### src/rtl/ir_queue_pkg.sv
// Shared CPU constants: instruction width, the NOP encoding, decode field positions
// and the queue operation kind.
package ir_queue_pkg;

  localparam int INSTR_W = 32;

  // MIPS sll $0,$0,0 encodes as all zeros and is the canonical NOP.
  localparam logic [INSTR_W-1:0] NOP_INSTR = 32'h0000_0000;

  localparam int OPC_MSB   = 31;
  localparam int OPC_LSB   = 26;
  localparam int FUNCT_MSB = 5;
  localparam int FUNCT_LSB = 0;

  typedef enum logic [1:0] {
    OP_IDLE = 2'b00,
    OP_POP  = 2'b01,
    OP_PUSH = 2'b10,
    OP_BOTH = 2'b11
  } q_op_e;

  function automatic logic [OPC_MSB-OPC_LSB:0] opcode_of(input logic [INSTR_W-1:0] ir);
    return ir[OPC_MSB:OPC_LSB];
  endfunction

  function automatic logic [FUNCT_MSB-FUNCT_LSB:0] funct_of(input logic [INSTR_W-1:0] ir);
    return ir[FUNCT_MSB:FUNCT_LSB];
  endfunction

endpackage

### src/rtl/ir_queue_if.sv
// Fetch/decode handshake bundle around the instruction queue.
// The master side is the pipeline (fetch + decode + redirect); the slave is the queue.
interface ir_queue_if
  import ir_queue_pkg::*;
#(
  parameter int DW    = INSTR_W,
  parameter int PCW   = 32,
  parameter int DEPTH = 4
);
  localparam int CW = $clog2(DEPTH + 1);

  logic           flush;
  logic           in_valid;
  logic           in_ready;
  logic [DW-1:0]  in_ir;
  logic [PCW-1:0] in_pc;
  logic           out_valid;
  logic           out_ready;
  logic [DW-1:0]  out_ir;
  logic [PCW-1:0] out_pc;
  logic [CW-1:0]  count;

  modport master (
    output flush, in_valid, in_ir, in_pc, out_ready,
    input  in_ready, out_valid, out_ir, out_pc, count
  );

  modport slave (
    input  flush, in_valid, in_ir, in_pc, out_ready,
    output in_ready, out_valid, out_ir, out_pc, count
  );

endinterface

### src/rtl/ir_queue.sv
// Instruction-register queue between fetch and decode: DEPTH-entry FIFO of {ir, pc}
// with valid/ready on both sides, synchronous flush for redirects and NOP when empty.
module ir_queue
  import ir_queue_pkg::*;
#(
  parameter int DW    = INSTR_W,
  parameter int PCW   = 32,
  parameter int DEPTH = 4
) (
  input  logic     clk,
  input  logic     rst,
  ir_queue_if.slave q
);

  localparam int PW = $clog2(DEPTH);
  localparam int CW = $clog2(DEPTH + 1);

  if (DEPTH < 2 || (DEPTH & (DEPTH - 1)) != 0) begin : g_depth_check
    $error("ir_queue: DEPTH must be a power of two and >= 2");
  end

  logic [DW-1:0]  mem_ir [DEPTH];
  logic [PCW-1:0] mem_pc [DEPTH];

  logic [PW-1:0] wr_ptr_q, wr_ptr_d;
  logic [PW-1:0] rd_ptr_q, rd_ptr_d;
  logic [CW-1:0] count_q, count_d;

  logic  full;
  logic  empty;
  logic  push;
  logic  pop;
  q_op_e op;

  // Full/empty come from the registered count only, so in_ready never sees out_ready.
  assign full  = (count_q == CW'(DEPTH));
  assign empty = (count_q == '0);
  assign push  = q.in_valid & ~full;
  assign pop   = q.out_ready & ~empty;
  assign op    = q_op_e'({push, pop});

  always_comb begin
    wr_ptr_d = wr_ptr_q;
    rd_ptr_d = rd_ptr_q;
    count_d  = count_q;
    if (q.flush) begin
      wr_ptr_d = '0;
      rd_ptr_d = '0;
      count_d  = '0;
    end else begin
      unique case (op)
        OP_PUSH: begin
          wr_ptr_d = wr_ptr_q + PW'(1);
          count_d  = count_q + CW'(1);
        end
        OP_POP: begin
          rd_ptr_d = rd_ptr_q + PW'(1);
          count_d  = count_q - CW'(1);
        end
        OP_BOTH: begin
          wr_ptr_d = wr_ptr_q + PW'(1);
          rd_ptr_d = rd_ptr_q + PW'(1);
        end
        default: ;
      endcase
    end
  end

  always_ff @(posedge clk) begin
    if (rst) begin
      wr_ptr_q <= '0;
      rd_ptr_q <= '0;
      count_q  <= '0;
    end else begin
      wr_ptr_q <= wr_ptr_d;
      rd_ptr_q <= rd_ptr_d;
      count_q  <= count_d;
    end
  end

  // Storage is never cleared; stale entries are hidden by the empty mask below.
  always_ff @(posedge clk) begin
    if (!rst && !q.flush && push) begin
      mem_ir[wr_ptr_q] <= q.in_ir;
      mem_pc[wr_ptr_q] <= q.in_pc;
    end
  end

  assign q.in_ready  = ~full;
  assign q.out_valid = ~empty;
  assign q.out_ir    = empty ? DW'(NOP_INSTR) : mem_ir[rd_ptr_q];
  assign q.out_pc    = empty ? '0 : mem_pc[rd_ptr_q];
  assign q.count     = count_q;

endmodule

### src/flat_wrapper.sv
// flat-port wrapper written by rule: the top's interface ports become plain ports
module ir_queue_flat import ir_queue_pkg::*;
#(
  parameter int DW    = INSTR_W,
  parameter int PCW   = 32,
  parameter int DEPTH = 4
)
  (clk, rst, q_flush, q_in_valid, q_in_ir, q_in_pc, q_out_ready, q_in_ready, q_out_valid, q_out_ir, q_out_pc, q_count);
  ir_queue_if #(.DW(DW), .PCW(PCW), .DEPTH(DEPTH)) q_i ();
  input  logic clk;
  input  logic rst;
  input wire logic [$bits(q_i.flush)-1:0] q_flush;
  input wire logic [$bits(q_i.in_valid)-1:0] q_in_valid;
  input wire logic [$bits(q_i.in_ir)-1:0] q_in_ir;
  input wire logic [$bits(q_i.in_pc)-1:0] q_in_pc;
  input wire logic [$bits(q_i.out_ready)-1:0] q_out_ready;
  output wire logic [$bits(q_i.in_ready)-1:0] q_in_ready;
  output wire logic [$bits(q_i.out_valid)-1:0] q_out_valid;
  output wire logic [$bits(q_i.out_ir)-1:0] q_out_ir;
  output wire logic [$bits(q_i.out_pc)-1:0] q_out_pc;
  output wire logic [$bits(q_i.count)-1:0] q_count;
  assign q_i.flush = q_flush;
  assign q_i.in_valid = q_in_valid;
  assign q_i.in_ir = q_in_ir;
  assign q_i.in_pc = q_in_pc;
  assign q_i.out_ready = q_out_ready;
  assign q_in_ready = q_i.in_ready;
  assign q_out_valid = q_i.out_valid;
  assign q_out_ir = q_i.out_ir;
  assign q_out_pc = q_i.out_pc;
  assign q_count = q_i.count;
  ir_queue #(.DW(DW), .PCW(PCW), .DEPTH(DEPTH)) u_core (.clk(clk), .rst(rst), .q(q_i));
endmodule
### config.mk
export PLATFORM = sky130hd
export DESIGN_NAME = ir_queue_flat
export DESIGN_NICKNAME = d
export VERILOG_FILES = /design/src/rtl/ir_queue_pkg.sv /design/src/rtl/ir_queue_if.sv /design/src/rtl/ir_queue.sv /design/src/flat_wrapper.sv
export SDC_FILE = /design/constraint.sdc
export NUM_CORES = 1
export LEC_CHECK = 0
export BUFFER_PORTS_ARGS = -buffer_cell sky130_fd_sc_hd__buf_2
export CORE_MARGIN = 1.5
export CORE_UTILIZATION = 48
export DETAILED_ROUTE_END_ITERATION = 16
export PLACE_DENSITY = 0.68
export SYNTH_ARGS = -nofsm -noshare
export SYNTH_HDL_FRONTEND = slang
export SYNTH_SLANG_ARGS = --single-unit
### constraint.sdc
create_clock -name clk -period 5 [get_ports clk]
set_clock_uncertainty 0.1 [all_clocks]
set_input_delay 0.25 -clock clk [delete_from_list [all_inputs] [get_ports clk]]
set_output_delay 0.25 -clock clk [all_outputs]
set_load 0.1 [all_outputs]
==> results.txt, run 1 <==
Of the total power, combinational logic draws 0.099. The worst setup slack for register-to-register paths is 2.35 ns. The critical path data required time is 4.65 ns. The share of async-settable or async-resettable flops after synthesis came out at 0.

The overall die area came out at 0.02218 mm^2. Cell internal power was estimated by the tool at 3.628 mW. Measured along the x axis, the die boundary spans 148.9 um. The final layout contains routed wiring with a total length of 18,990 um. The startpoint of the worst-slack reg-to-reg timing path is u_core.q.count[2].

The count of max-cap constraint violations is 0. The final-report max-slew violation count came out at 0. The via-per-instance ratio is 5.278. The largest fanout on the critical path is 40. The worst slack at placement came out at 2.178 ns.

The final hold violation count came to 0. Setup repair after global routing left no endpoint under its margin. The count of nets after finishing came out at 747.

The post-route setup TNS is 0 ns. Input and output buffers added on the ports amount to 137. The total of hold buffers inserted after clock tree synthesis came out at 68.

The clock tree buffer depth is 3. The number of global-route vias before repair is 5,469. The number of filler instances in the final layout came out at 1,598. The number of H-tree levels is 1. The post-synth net total came out at 534. After synthesis the netlist holds a flip-flop and latch count of 265. The sum of internal, switching and leakage power came out at 4.767 mW. For the worst-skew pair, the clock arrives at the later sink with an insertion delay of 0.52 ns. The count of final setup violators is 0. On the final layout, the worst hold slack is 0.03363 ns.

The average instance area after synthesis is 22.27 um^2. The number of clock buffers added by TritonCTS is 27. The worst setup path is captured at an output port. Entering global routing, the biggest net connects 66 pins. The number of library cell types mapped by synthesis came out at 28. In this run the tightest slew margin relative to its limit is 0.2620.

For this design the total switching power over the nets is 1.139 mW. The slew at the pin closest to its max-slew limit is 1.107 ns. Following the worst setup path forward leads to its endpoint at q_out_ir[30]. After detailed routing, the number of remaining DRC violations is 0. The number of antenna violations at the first check in global routing was 0. The global-route wire length before repair came out at 29,660 um.

The total clock sinks is 265. The path class of the tightest hold or removal check is primary input to flop. The I/O pin count came out at 138. The area of the mapped netlist is 0.01022 mm^2. The Yosys warning count is 0. The core box area is 0.02096 mm^2. After clock tree synthesis, the repair step resized 0 gates. The worst setup path is launched from a flop.

The instance area after placement is 0.01109 mm^2. The y dimension of the die is 148.9 um. The post-route antenna net violation count came out at 0. The number of flops mapped to enable cells by yosys is 256. IR analysis of the VDD net gives a maximum drop of 0.2101 mV.

The vias after detailed routing is 5,104. Setup slack on the critical path of the routed design comes to 1.719 ns. Across every metal layer, demand over resource in global routing totals 0.1760. Summed over all cells, the static leakage comes to 4.338 nW. The net switching fraction of the power came out at 0.2388. The portion of total power attributed to the clock network is 0.383.

The power density over the cells is 379.3 mW/mm^2. TritonCTS built the clock tree. The flow ran to the end, and the final reports show no timing, DRC or antenna violations. Counting cells, the worst reg-to-reg path comes to 9. The post-DP HPWL came out at 10,150 um. The capture point of the worst reg-to-reg path is u_core.q.count[2]. The global-route congestion overflow total is 0. The sequential group share of total power came out at 0.518. The tree is rooted in a sky130_fd_sc_hd__clkbuf_16. The final design instance area without fill is 0.01257 mm^2.

The flip-flop cell with the highest count after synthesis is sky130_fd_sc_hd__edfxtp_1. The detailed-router iteration count before antenna repair is 4. Based on the critical path, the design can be clocked at up to 0.3048 GHz.

The number of core rows is 53. The proportion of layout cells with a drive suffix above 1 is 0.3584. The post-CTS setup-driven buffer insertion count came out at 0.

The number of antenna diodes in the final layout is 0. The last weighted congestion value of the routability-driven placer is 0.7123. The final critical path time including I/O delays and setup came out at 3.281 ns. The instance count of the mapped netlist came out at 459. The wire length per cell came out at 19.63 um. The relative area change from synthesis to final layout is 22.98%. The arrival time of the worst setup path is 2.93 ns. The clock-pin slew of the registers on the worst-case setup and hold paths came out at 0.06 ns.

Of the available clock period, the critical path in the final layout requires 0.6562. The initial cell density of the core is 0.4877. The startpoint-to-endpoint class of the critical path is flop to output port. The share of the Yosys chip area taken by registers is 0.7698. The violation count after the first detailed-routing iteration came out at 284.
-- state kept, by name, indices dropped and copies added, names as in the netlist, named ones only --
name	cells
u_core.q.count	3
u_core.mem_pc	128
u_core.rd_ptr_q	2
u_core.mem_ir	128
u_core.wr_ptr_q	2
-- kinds of logic after synthesis --
family,after synthesis,synth area share
simple gates,83,0.04946
buf+inv,30,0.02289
fa+ha+maj,6,0.008080
xor+xnor,4,0.003428
flops,265,0.7698
compound gates,6,0.004285
mux,65,0.1420
-- layout by cell type, fill, tap and decap left out, drive strengths merged --
master	n
edfxtp	256
buf	139
dlygate4sd3	68
and2	65
mux4	64
clkbuf	36
dfxtp	9
inv	8
clkinv	8
nor2	7
ha	5
and3	4
xor2	4
clkinvlp	3
or3	2
nand2	2
a21oi	2
o31ai	2
or3b	1
mux2i	1
or2	1
o311ai	1
o21ai	1
nand4	1
fa	1
bufinv	1
-- per-layer routing --
layer	vias up	wire length, um	part of all wire	GRT usage
li1	2283	-	-	-
met1	2665	7969	0.42	0.2309
met4	0	217	0.011	0.04257
met5	-	0	0	0
met2	143	9766	0.51	0.3086
met3	13	1032	0.054	0.02936
-- power by group through the flow --
stage | Clock [mW] | Sequential [mW] | Combinational, mW
2_1_floorplan | 0 | 2.52 | 0.331
3_3_place_gp | 0 | 2.52 | 0.424
3_5_place_dp | 0 | 2.52 | 0.431
4_1_cts | 1.87 | 2.47 | 0.474
5_1_grt | 1.96 | 2.47 | 0.494
6_report | 1.83 | 2.47 | 0.470
-- synthesized netlist by cell type, types with 2 or more instances --
cell type | number | area, um^2
sky130_fd_sc_hd__edfxtp_1 | 256 | 7687
sky130_fd_sc_hd__ha_1 | 5 | 62.56
sky130_fd_sc_hd__and2_1 | 64 | 400.4
sky130_fd_sc_hd__xor2_1 | 4 | 35.03
sky130_fd_sc_hd__buf_2 | 6 | 30.03
sky130_fd_sc_hd__dfxtp_1 | 9 | 180.2
sky130_fd_sc_hd__buf_12 | 6 | 120.1
sky130_fd_sc_hd__buf_6 | 2 | 22.52
sky130_fd_sc_hd__inv_1 | 7 | 26.28
sky130_fd_sc_hd__a21oi_1 | 2 | 10.01
sky130_fd_sc_hd__and3_1 | 4 | 25.02
sky130_fd_sc_hd__clkbuf_1 | 8 | 30.03
sky130_fd_sc_hd__nand2_1 | 2 | 7.510
sky130_fd_sc_hd__mux4_2 | 64 | 1441
sky130_fd_sc_hd__nor2_1 | 7 | 26.28
-- worst max-delay path: stages, from the launching register on --
cell                      delay [ns]
sky130_fd_sc_hd__dfxtp_4        0.91
sky130_fd_sc_hd__buf_4          0.42
sky130_fd_sc_hd__mux4_2         0.56
sky130_fd_sc_hd__and2_1         0.21
sky130_fd_sc_hd__buf_2          0.30
-- per-stage QoR --
stage               utilization  instances
detailed placement       0.5290        850
finish                   0.5998        967
global placement         0.5290        850
floorplan                     -        459
CTS                      0.5998        967
global route             0.5998        967
-- worst min-delay path by stage --
| stage | cells past startpoint | slack [ns] | startpoint | end |
|---|---|---|---|---|
| 6_report | 4 | 0.03 | q_out_ready | u_core.rd_ptr_q[0] |
| 5_1_grt | 4 | 0.05 | q_out_ready | flop |
| 4_1_cts | 4 | 0.01 | q_out_ready | u_core.rd_ptr_q[0] |
| 3_5_place_dp | 1 | 0.37 | q_in_pc[25] | u_core.mem_pc[3][25] |
| 3_3_place_gp | 1 | 0.36 | q_in_ir[7] | u_core.mem_ir[0][7] |
| 2_1_floorplan | 0 | 0.25 | q_in_ir[0] | u_core.mem_ir[0][0] |
-- layout make-up --
cell class | instances | area (um^2) | area share
Clock inverter | 13 | 92.59 | 0.007367
Multi-Input combinational cell | 164 | 2140 | 0.1702
Inverter | 7 | 26.28 | 0.002091
Sequential cell | 265 | 7875 | 0.6266
Timing Repair Buffer | 207 | 1381 | 0.1099
Tap cell | 275 | 344.1 | 0.02738
Clock buffer | 36 | 709.4 | 0.05645
Power figures use the tool's default switching activity.
==> run 2, diff against run 1 <==
--- a/config.mk
+++ b/config.mk
@@ -9,7 +9,7 @@
 export CORE_MARGIN = 1.5
 export CORE_UTILIZATION = 48
 export DETAILED_ROUTE_END_ITERATION = 16
-export PLACE_DENSITY = 0.68
+export PLACE_DENSITY = 0.71
 export SYNTH_ARGS = -nofsm -noshare
 export SYNTH_HDL_FRONTEND = slang
 export SYNTH_SLANG_ARGS = --single-unit
==> constraint.sdc (replaced) <==
create_clock -name clk -period 2.82 [get_ports clk]
set_clock_uncertainty 0.1 [all_clocks]
set_input_delay 0.141 -clock clk [delete_from_list [all_inputs] [get_ports clk]]
set_output_delay 0.141 -clock clk [all_outputs]
set_load 0.1 [all_outputs]
==> results.txt, run 2 (synthesized netlist as in run 1, its figures left out) <==
The number of antenna violations at the first check in global routing is 1 (+1). The clock tree buffer depth is 3 (unchanged). The number of filler instances in the final layout was 1,539 (-3.7%).

The number of core rows came out at 53 (unchanged). TritonCTS built the clock tree. The residual DRC count was 0 (unchanged). The arrival time of the worst setup path came to 2.28 ns (-0.65 ns). The relative area change from synthesis to final layout came out at 25.17%. The worst setup slack for register-to-register paths was 0.46 ns (-1.89 ns). The count of final setup violators is 0 (unchanged). The highest clock frequency the design can meet came out at 0.3965 GHz. The die width is 148.9 um (unchanged).

The wire length on met1 came out at 7934 um (-0.44%). The total met3 wirelength after detailed routing came out at 1015 um (-1.6%). The worst supply voltage drop on vdd came out at 0.4310 mV (+110%).

The capture point of the worst reg-to-reg path is u_core.q.count[2]. The post-route antenna net violation count was 0 (unchanged). The power density over the cells is 664.6 mW/mm^2 (+75%). Setup repair after global routing left no endpoint under its margin. The wire length per cell came out at 19.14 um (-2.5%).

The overall die area came to 0.02218 mm^2 (unchanged). The clock-pin slew of the registers on the worst-case setup and hold paths was 0.06 ns (about the same). Clock tree synthesis selected as its root buffer the cell sky130_fd_sc_hd__clkbuf_16.

The worst slew margin relative to its limit came out at 0.5873 (+0.3253). The worst path in the final design needs a cycle of 2.522 ns, including I/O delays and setup. The core box area is 0.02096 mm^2 (unchanged). The start point of the worst hold path is q_in_ir[26].

The global-route wire length before repair came out at 28,750 um (-3.1%). The kind of launch point of the worst setup path is a flop. The largest fanout on the critical path was 30 (-25%). The top layer used by detailed routing is met4. The total of buffers placed on input and output ports is 137 (unchanged). Walking the worst path, the cells encountered are buf_12 > mux4_2 > and2_1 > buf_2. The via-per-instance ratio came out at 5.232 (-0.88%).

The sum of internal, switching and leakage power is 8.502 mW (+78%). In this run the worst hold path is classified as primary input to flop. The delay of the slowest critical-path stage is 0.64 ns (-0.27 ns). The worst slack at placement is 0.4870 ns (-1.691 ns).

The total routed wirelength came out at 18,660 um (-1.7%). The number of H-tree levels is 1 (unchanged). The hold-critical path depth is 2 (-2). The slew at the pin closest to its max-slew limit is 0.6190 ns (-0.4880 ns).

The number of cell instances on the worst register-to-register path is 9 (unchanged). The total global routing track utilization was 0.1700 (-0.006074). The worst setup margin was 0.2978 ns (-1.421 ns).

The cell type of the slowest stage on the worst timing path is sky130_fd_sc_hd__dfxtp_4. The final-report max-slew violation count came to 0 (unchanged). The top cell types in the final layout, fill and taps aside, are sky130_fd_sc_hd__edfxtp_1 (256), sky130_fd_sc_hd__buf_2 (137), sky130_fd_sc_hd__dlygate4sd3_1 (71). The TritonCTS buffer count came out at 26 (-3.7%). The post-DP HPWL is 10,380 um (+2.3%). STA classifies the critical path endpoint as an output port. The buffers plus inverters on the worst setup path was 2 (unchanged). The worst setup path is of the flop to output port kind. The count of max-cap constraint violations came out at 0 (unchanged). Leaving out fill and tap cells, the most frequent cell in the layout is sky130_fd_sc_hd__edfxtp_1. The cell type group with the largest total delay on the critical path is flip-flops. The pin count of the biggest net entering global routing came out at 66 (unchanged). Dividing the final minimum period by the clock period gives 0.8944. The final design instance area without fill was 0.01279 mm^2 (+1.8%). The total clock sinks is 265 (unchanged).

For hold timing, the worst endpoint is u_core.mem_ir[2][26]. The count of nets after finishing was 756 (+1.2%). The y dimension of the die came to 148.9 um (unchanged).

The proportion of layout cells with a drive suffix above 1 came out at 0.3820 (+0.02359). The I/O pin count is 138 (unchanged). The vias after detailed routing is 5,101 (-0.059%). The final hold slack came out at 0.2788 ns (+0.2452 ns). The number of global-route vias before repair is 5,498 (+0.53%).

The last weighted congestion value of the routability-driven placer is 0.6693 (-6.0%). The global-route congestion overflow total is 0 (unchanged). The violation count after the first detailed-routing iteration is 314 (+11%). The startpoint of the worst-slack reg-to-reg timing path is u_core.q.count[2].

The critical path data required time is 2.58 ns (-2.07 ns). The final hold violation count is 0 (unchanged). The detailed-router iteration count before antenna repair is 4 (unchanged). The run finished with clean final reports. The instance area after placement is 0.01125 mm^2 (+1.5%).

The leakage power came out at 4.428 nW (+2.1%). The initial cell density of the core is 0.4877 (unchanged). The clock network latency to the later pin of the worst-skew pair came out at 0.51 ns (about the same).

The detailed route wirelength on metal2 came out at 9508 um (-2.6%). The post-route setup TNS is 0 ns (unchanged).
-- run 2: what timing repair did --
action | in CTS | in global routing
gates resized for setup | 0 | 1
endpoints found under the hold margin | 265 | 0
buffers inserted | 0 | 0
endpoints found under the setup margin | 0 | 64
hold buffers | 71 | 0
-- run 2: how the worst max path moves through the flow --
stage / cells past startpoint / slack [ns] / startpoint / to
final: 4 / 0.30 / flop / q_out_pc[1]
after CTS: 3 / 0.04 / u_core.q.count[0] / q_out_pc[20]
after global routing: 4 / 0.19 / flop / q_out_pc[1]
after global placement: 9 / 0.57 / u_core.q.count[2] / u_core.q.count[2]
after floorplan: 10 / 0.06 / u_core.q.count[2] / u_core.q.count[2]
after detailed placement: 9 / 0.49 / u_core.q.count[1] / u_core.q.count[2]
-- run 2: final cells by class --
cell class                 count  area (um^2)  share of cell area
timing repair buffer         217         1551              0.1213
antenna                        1        2.502           0.0001956
inverter                       7        28.78            0.002250
sequential                   265         7881              0.6161
clock inverter                17        138.9             0.01086
clock buffer                  29        683.2             0.05340
multi-input combinational    164         2162              0.1690
tap                          275        344.1             0.02690
-- run 2: through the flow --
stage                       util  instances
final                     0.6105        975
after global routing      0.6105        975
after CTS                 0.6102        974
after detailed placement  0.5370        857
after global placement    0.5370        857
after floorplan                -        459
-- run 2: where the power goes --
part | switching, mW | internal, mW | leakage [nW]
clock | 1.36 | 1.92 | 0.397
combinational | 0.621 | 0.232 | 1.64
sequential | 0.0137 | 4.36 | 2.39
total | 1.99 | 6.51 | 4.43
-- run 2: per-layer routing --
metal | GRT usage | vias to the layer above
li1 | - | 2298
met1 | 0.2266 | 2641
met2 | 0.2917 | 145
met3 | 0.03089 | 17
met4 | 0.04158 | 0
met5 | 0 | -
